<file path="src/rtl/spi_pkg.sv">
// Shared types and helpers for the parametrised SPI master.
package spi_pkg;

  typedef enum logic [1:0] {
    IDLE  = 2'd0,
    SETUP = 2'd1,
    SHIFT = 2'd2,
    HOLD  = 2'd3
  } spi_state_e;

  // SPI mode numbers, encoded as {cpol, cpha}
  localparam logic [1:0] MODE0 = 2'b00;
  localparam logic [1:0] MODE1 = 2'b01;
  localparam logic [1:0] MODE2 = 2'b10;
  localparam logic [1:0] MODE3 = 2'b11;

  function automatic int unsigned clog2(input int unsigned value);
    int unsigned width = 0;
    while (width < 32 && (64'd1 << width) < 64'(value)) width++;
    return width;
  endfunction

endpackage

</file>
<file path="src/rtl/spi_clk_div.sv">
// SCLK half-period divider: tick every CLK_DIV cycles while run is high.
module spi_clk_div import spi_pkg::*; #(
  parameter int unsigned CLK_DIV = 4
) (
  input  logic clk,
  input  logic reset,
  input  logic run,
  output logic tick
);

  localparam int unsigned DIV_W = (CLK_DIV > 1) ? clog2(CLK_DIV) : 1;

  logic [DIV_W-1:0] div_cnt;

  // State changes only happen on tick, so wrapping on tick restarts the count on every state entry.
  always_ff @(posedge clk) begin
    if (reset || !run || tick) div_cnt <= '0;
    else                       div_cnt <= div_cnt + 1'b1;
  end

  assign tick = run && (div_cnt == DIV_W'(CLK_DIV - 1));

endmodule

</file>
<file path="src/rtl/spi_master_param.sv">
// Parametrised full-duplex SPI master: all four modes, per-transfer chip select,
// valid/ready command handshake and a one-cycle rx_valid result pulse.
module spi_master_param import spi_pkg::*; #(
  parameter  int unsigned DATA_W   = 16,
  parameter  int unsigned CLK_DIV  = 4,
  parameter  int unsigned NUM_CS   = 1,
  localparam int unsigned CS_SEL_W = (NUM_CS > 1) ? clog2(NUM_CS) : 1,
  localparam int unsigned CNT_W    = clog2(DATA_W + 1)
) (
  input  logic                clk,
  input  logic                reset,
  input  logic [DATA_W-1:0]   tx_data,
  input  logic [CS_SEL_W-1:0] cs_sel,
  input  logic                cpol,
  input  logic                cpha,
  input  logic                tx_valid,
  output logic                tx_ready,
  output logic [DATA_W-1:0]   rx_data,
  output logic                rx_valid,
  output logic                busy,
  output logic [CNT_W-1:0]    bit_cnt,
  output logic [NUM_CS-1:0]   spi_cs_n,
  output logic                spi_sclk,
  output logic                spi_mosi,
  input  logic                spi_miso
);

  localparam int unsigned EDGE_W    = clog2(2 * DATA_W + 1);
  localparam int unsigned LAST_EDGE = 2 * DATA_W - 1;

  spi_state_e        state, next_state;
  logic              tick;
  logic              accept, lead_edge, last_edge, shift_tick;
  logic              do_sample, do_shift, done;
  logic [DATA_W-1:0] tx_sr, rx_sr;
  logic [EDGE_W-1:0] edge_cnt;
  logic              cpol_q, cpha_q;

  function automatic logic [NUM_CS-1:0] cs_decode(input logic [CS_SEL_W-1:0] sel);
    logic [NUM_CS-1:0] cs_n;
    cs_n = '1;
    for (int unsigned i = 0; i < NUM_CS; i++)
      if (sel == CS_SEL_W'(i)) cs_n[i] = 1'b0;
    return cs_n;
  endfunction

  spi_clk_div #(.CLK_DIV(CLK_DIV)) u_clk_div (
    .clk  (clk),
    .reset(reset),
    .run  (busy),
    .tick (tick)
  );

  always_ff @(posedge clk) begin
    if (reset) state <= IDLE;
    else       state <= next_state;
  end

  always_comb begin
    next_state = state;
    case (state)
      IDLE:    if (accept)            next_state = SETUP;
      SETUP:   if (tick)              next_state = SHIFT;
      SHIFT:   if (tick && last_edge) next_state = HOLD;
      HOLD:    if (tick)              next_state = IDLE;
      default:                        next_state = IDLE;
    endcase
  end

  // edge_cnt holds the number of edges already produced, so edge_cnt even means the next edge is odd (leading).
  always_comb begin
    accept     = tx_valid && tx_ready;
    lead_edge  = !edge_cnt[0];
    last_edge  = (edge_cnt == EDGE_W'(LAST_EDGE));
    shift_tick = (state == SHIFT) && tick;
    do_sample  = shift_tick && (lead_edge != cpha_q);
    do_shift   = shift_tick && (cpha_q ? lead_edge : (!lead_edge && !last_edge));
    done       = (state == HOLD) && tick;
  end

  always_ff @(posedge clk) begin
    if (reset) begin
      tx_ready <= 1'b1;
      busy     <= 1'b0;
      rx_valid <= 1'b0;
      rx_data  <= '0;
      bit_cnt  <= '0;
      spi_cs_n <= '1;
      spi_sclk <= 1'b0;
      spi_mosi <= 1'b0;
      tx_sr    <= '0;
      rx_sr    <= '0;
      edge_cnt <= '0;
      cpol_q   <= 1'b0;
      cpha_q   <= 1'b0;
    end else begin
      tx_ready <= (next_state == IDLE);
      busy     <= (next_state != IDLE);
      rx_valid <= done;
      case (state)
        IDLE: begin
          spi_sclk <= cpol;
          if (accept) begin
            tx_sr    <= tx_data;
            rx_sr    <= '0;
            cpol_q   <= cpol;
            cpha_q   <= cpha;
            spi_cs_n <= cs_decode(cs_sel);
            spi_mosi <= cpha ? 1'b0 : tx_data[DATA_W-1];
            bit_cnt  <= '0;
            edge_cnt <= '0;
          end
        end
        SHIFT: begin
          if (tick) begin
            spi_sclk <= !spi_sclk;
            edge_cnt <= edge_cnt + 1'b1;
          end
        end
        HOLD: begin
          spi_sclk <= cpol_q;
          if (tick) begin
            spi_cs_n <= '1;
            rx_data  <= rx_sr;
          end
        end
        default: ;
      endcase
      if (do_sample) begin
        rx_sr   <= {rx_sr[DATA_W-2:0], spi_miso};
        bit_cnt <= bit_cnt + 1'b1;
      end
      // cpha=1 presents the current MSB on its edge; cpha=0 already shows it and advances to the next bit.
      if (do_shift) begin
        spi_mosi <= cpha_q ? tx_sr[DATA_W-1] : tx_sr[DATA_W-2];
        tx_sr    <= tx_sr << 1;
      end
    end
  end

endmodule

</file>
<file path="config.mk">
export PLATFORM = sky130hd
export DESIGN_NAME = spi_master_param
export DESIGN_NICKNAME = d
export VERILOG_FILES = /design/src/rtl/spi_pkg.sv /design/src/rtl/spi_clk_div.sv /design/src/rtl/spi_master_param.sv
export SDC_FILE = /design/constraint.sdc
export NUM_CORES = 1
export LEC_CHECK = 0
export BUFFER_PORTS_ARGS = -buffer_cell sky130_fd_sc_hd__buf_2
export CAP_MARGIN = 20
export CELL_PAD_IN_SITES_DETAIL_PLACEMENT = 2
export CELL_PAD_IN_SITES_GLOBAL_PLACEMENT = 2
export CORE_MARGIN = 4
export CORE_UTILIZATION = 25
export CTS_CLUSTER_SIZE = 12
export DETAILED_ROUTE_END_ITERATION = 8
export PLACE_DENSITY = 0.66
export SETUP_SLACK_MARGIN = 0.05
export SYNTH_ARGS = -nofsm -noshare
export SYNTH_HDL_FRONTEND = slang
export SYNTH_SLANG_ARGS = --single-unit
</file>
<file path="constraint.sdc">
create_clock -name clk -period 2.8 [get_ports clk]
set_input_delay 0.28 -clock clk [delete_from_list [all_inputs] [get_ports clk]]
set_output_delay 0.28 -clock clk [all_outputs]
set_load 0.03 [all_outputs]
</file>
* After elaboration in Yosys (flattened, before gate mapping)
Cells that the tools add are included.
** Word-level totals
- Bits of input ports :: 23
- Register bits :: 71
** Cells by class
- Eq/ne operators :: 9
- Multiplexer cells :: 29
- Reduce and logical (&&, ||, !) cells :: 32
- $add $sub $neg :: 3
** Operator list (number)
- $mux W16 :: 6
- $mux W5 :: 3
- $reduce_bool A2 Y1 :: 7
- $mux W6 :: 2
- $pmux W6 S2 :: 1
- $mux W1 :: 10
- $reduce_and A2 Y1 :: 5
- $logic_and A1 B1 Y1 :: 8
- $mux W2 :: 4
- $pmux W2 S4 :: 1
- $add A6 B1 Y6 const B :: 1
- $eq A2 B2 Y1 const B :: 3
- $eq A6 B5 Y1 const B :: 1
- $ne A2 B2 Y1 const B :: 3
- $reduce_and A3 Y1 :: 2
- $add A5 B1 Y5 const B :: 1
- $logic_not A1 Y1 :: 4
- $logic_not A2 Y1 :: 2
- $pmux W1 S3 :: 1
- $reduce_bool A3 Y1 :: 1
- $add A2 B1 Y2 const B :: 1
- $eq A2 B1 Y1 const B :: 1
- $logic_or A1 B1 Y1 :: 2
- $pmux W1 S2 :: 1
- 2 further kinds :: 2

* Depth between registers and ports, before layout
- Word-level depth :: 7
- Mapped depth :: 8
- Mapped depth without buffers :: 5

* Modules after synthesis
From an unflattened synthesis, not the netlist that was laid out.
** Second synthesis, totals
- Cell total of the unflattened synthesis :: 316
- Area, all modules :: 2959.1 sq um
** Modules (own cells, without submodules)
- spi_master_param :: seq. area each 1381.3 sq um, cells each 310, instances 1, area an instance 2872.8 sq um
- spi_clk_div :: seq. area each 40.0 sq um, cells each 6, instances 1, area an instance 86.3 sq um

* Least setup slack after synthesis
No wires, ideal clock.
- Kind :: reg2reg
- Start :: register busy
- End :: register bit_cnt[3]
- Arrival time :: 1.658 ns
- Period minus slack after synthesis :: 1.732 ns
- Cell stages (with the launch flop) :: 7
- Library setup time :: 0.074 ns
- Setup slack :: 1.068 ns
- Cells stage by stage :: dfxtp_1 -> buf_2 -> nand4b_4 -> or2_1 -> buf_2 -> or3_1 -> a31oi_1
** Between the ends
- Word-level cells in the longest chain between the ends :: 5
- Elaborated cells between the ends (all ways) :: 7
- Those cells by class :: mux (1); reduce/logical (6)
** RTL lines
- from (decl) :: line spi_master_param.sv:20 : output logic busy,
- from (signal assigned) :: line spi_master_param.sv:98 : busy <= (next_state != IDLE);
- $logic_and A1 B1 Y1 * :: line spi_clk_div.sv:21 : assign tick = run && (div_cnt == DIV_W'(CLK_DIV - 1));
- $logic_and A1 B1 Y1 * :: line spi_master_param.sv:75 : shift_tick = (state == SHIFT) && tick;
- $logic_and A1 B1 Y1 * :: line spi_master_param.sv:76 : do_sample = shift_tick && (lead_edge != cpha_q);
- $reduce_bool A2 Y1 (no source line)
- $reduce_and A2 Y1 (no source line)
- to (signal assigned) :: line spi_master_param.sv:131 : bit_cnt <= bit_cnt + 1'b1;
- to (decl) :: line spi_master_param.sv:21 : output logic [CNT_W-1:0] bit_cnt,
Mark *: on every way between the ends. The rest lies on a longest branch, timed or not.
A chain may end at the register's enable or synchronous reset.

* Worst setup path in the final report
- Start :: register u_clk_div.div_cnt[0]
- End :: register bit_cnt[3]
** Between the ends
- Word-level cells in the longest chain between the ends :: 6
- Elaborated cells between the ends (all ways) :: 8
- Those cells by class :: eq/ne (1); mux (1); reduce/logical (6)
** RTL lines
- from (decl) :: line spi_clk_div.sv:13 : logic [DIV_W-1:0] div_cnt;
- from (signal assigned) :: line spi_clk_div.sv:18 : else div_cnt <= div_cnt + 1'b1;
- $eq A2 B2 Y1 * :: line spi_clk_div.sv:21
- $logic_and A1 B1 Y1 * :: line spi_clk_div.sv:21
- $logic_and A1 B1 Y1 * :: line spi_master_param.sv:75
- $logic_and A1 B1 Y1 * :: line spi_master_param.sv:76
- $reduce_bool A2 Y1 (no source line)
- $reduce_and A2 Y1 (no source line)
Marked as above.

==> results.json <==
{
  "status": "completed",
  "avgSynthCellArea_um2": 8.26,
  "dieArea_mm2": 0.0134,
  "core-area_mm2": 0.0114,
  "first_global_vias": 2778,
  "cts.hold.buffers_added": 0,
  "detail_route.vias_per_cell": 4.85,
  "routedWlPerCell_um": 14.8,
  "ys_top_cells_by_count": "nand2_1, dfxtp_1, a21oi_1",
  "vias": 2602,
  "min_path_type": "in -> reg",
  "dpl_worst_slack_ps": 688,
  "hold_depth": 3,
  "overflow": 0,
  "yosysTopAreaCell": "dfxtp_1",
  "ir_drop_mv": 0.372,
  "ys.flop_type": "dfxtp_1",
  "yosys.area.top_type_share": 0.490,
  "htree_levels": 3,
  "path_class": "reg -> reg",
  "cts_setup_buffers": 0,
  "drive_above_1_share": 0.193,
  "cts.sinks": 71,
  "diodes": 0,
  "post_cts_resized": 0,
  "nets": 415,
  "grt_use_total": 0.129,
  "p_sw_frac": 0.223,
  "synth_edf_count": 0,
  "cpMaxStageDelayCell": "or2_1",
  "firstDrtPassIters": 4,
  "path_max_fanout": 23,
  "fp.dieH_um": 116,
  "crit_path_max_incr_delay_ps": 560,
  "cts_buffers": 9,
  "synthesis.nets": 377,
  "yosysMostFrequentCell": "nand2_1",
  "ys_ff_latch": 71,
  "initial_core_util": 0.255,
  "internal_power_w": 0.00196,
  "antenna_left": 0,
  "p_leak_nw": 1.39,
  "cts_buffer_depth": 2,
  "start_kind": "register",
  "rsz0062_at_grt": "no",
  "arrival_ps": 2400,
  "setup_viol": 0,
  "grt_antenna_before_repair": 0,
  "hold_violations": 0,
  "drtIter0Drc": 72,
  "crit_path_end_kind": "register",
  "rr_worst_depth": 5,
  "syn_to_final_growth_pct": 23.7,
  "numPortBuffers": 49,
  "drv_slew": 0,
  "place_congestion": 0.739,
  "seq_area_frac_synth": 0.490,
  "cap_viol_max_count": 0,
  "power.density_mw_per_mm2": 704,
  "min_period_ps": 2130,
  "fin_skew_ps": 5.50,
  "power_frac_comb": 0.060,
  "ys_types": 40,
  "power_frac_clock": 0.518,
  "fin_ws_ps": 668,
  "drt_wl_total_um": 7920,
  "rows": 39,
  "ys_warn_count": 0,
  "fmax_ghz": 0.469,
  "grt_pass1_wl_um": 13400,
  "switchingPower_w": 0.000562,
  "tightest_slew_ps": 793,
  "maxSlewHeadroom": 0.471,
  "path_clk_slew_ps": 60,
  "syn_inst": 351,
  "worst_ep_required_time_ps": 3060,
  "clock_latency_ps": 340,
  "async_reset_ff_frac": 0,
  "syn_area_mm2": 0.00290,
  "pwr-share-seq": 0.421,
  "ys_top_cells_by_area": "dfxtp_1, nand2_1, a21oi_1",
  "drc": 0,
  "grt_max_degree": 42,
  "io_pins": 50,
  "cts_root_buf": "clkbuf_16",
  "fp.dieW_um": 116,
  "cp_cell_sequence": "ha_1, nand4b_4, or2_1, or3_1, a31oi_1",
  "period_share": 0.761,
  "cts_tree": "yes",
  "timing.setup.tns_ps": 0,
  "regToRegSetupSlack_ps": 670,
  "dp.final_hpwl_um": 5420
}
## registers in the layout (all words and copies together) (netlist names)
signal	flops
spi_sclk	1
tx_ready	1
spi_mosi	1
busy	1
rx_sr	16
bit_cnt	5
edge_cnt	6
rx_data	16
cpol_q	1
rx_valid	1
state	2
cpha_q	1
tx_sr	16
u_clk_div.div_cnt	2
spi_cs_n	1
## cells in the final DEF, fill, tap and decap left out, types with 3 or more instances in the layout
cell and n:
a211oi_1 3, a21oi_1 40, a311oi_1 13, a31oi_1 4
buf_2 49, buf_4 7, bufinv_16 3, clkbuf_16 9
dfxtp_1 71, ha_1 3, nand2_1 90, nand3_1 25
nor2_1 25, nor3_1 9, o21ai_0 4, xor2_1 3
## path summary, 6_finish.rpt
kind	start	end
worst max-delay path	u_clk_div.div_cnt[0]$_SDFF_PP0_	bit_cnt[3]$_SDFFE_PP0P_
worst min-delay path	cpol	cpol_q$_SDFFE_PP0P_
worst max register to register	u_clk_div.div_cnt[0]$_SDFF_PP0_	bit_cnt[3]$_SDFFE_PP0P_
worst min register to register	rx_data[12]$_SDFFE_PP0P_	rx_data[12]$_SDFFE_PP0P_
## power groups by stage
| stage | Clock, W | Combinational [W] | Sequential (W) |
|---|---|---|---|
| after floorplan | 0 | 0.0000973 | 0.00108 |
| after global placement | 0 | 0.000153 | 0.00108 |
| after detailed placement | 0 | 0.000158 | 0.00109 |
| after CTS | 0.00136 | 0.000158 | 0.00106 |
| after global routing | 0.00140 | 0.000171 | 0.00107 |
| final | 0.00131 | 0.000152 | 0.00106 |
## cell families (layout without fill, tap and decap cells)
group	Yosys count	in the layout	synth area share
muxes	1	1	0.00345
AOI/OAI and AO/OA	70	70	0.155
and+or+nand+nor	169	169	0.265
adders and majority gates	3	3	0.0129
buffers and inverters	31	74	0.0531
DFF	71	71	0.490
xor gates and xnor gates	6	6	0.0207
## area by class of cell
class	instances	area [um2]
clock buffer	10	229
tap	143	179
inverter	2	7.51
fill	1295	7780
sequential	71	1420
multi-input combinational	249	1340
clock inverter	6	109
timing repair buffer	56	298
## critical path: cells and delay by family, from the launching register on
| kind | cells | cell delay, ps |
|---|---|---|
| adders and majority gates | 1 | 350 |
| and+or+nand+nor | 3 | 1220 |
| DFF | 1 | 340 |
| AOI/OAI and AO/OA | 1 | 140 |
## routing by layer
| layer | track usage | vias to the layer above | routed length (um) |
|---|---|---|---|
| met4 | 0.0557 | 0 | 141 |
| met5 | 0 | - | 0 |
| met1 | 0.151 | 1264 | 3620 |
| met2 | 0.216 | 42 | 3810 |
| li1 | - | 1285 | - |
| met3 | 0.0402 | 11 | 350 |
## metrics by stage
stage / std cells / hold slack, ps / utilization / instance area, um2 / total power, W
6_report: 537 / 202 / 0.316 / 3590 / 0.00252
5_1_grt: 537 / 204 / 0.316 / 3590 / 0.00264
4_1_cts: 537 / 186 / 0.316 / 3590 / 0.00258
3_5_place_dp: 521 / 449 / 0.286 / 3250 / 0.00124
3_3_place_gp: 521 / 417 / 0.286 / 3250 / 0.00124
2_1_floorplan: 351 / 408 / - / 2900 / 0.00118
Power figures use the tool's default switching activity.
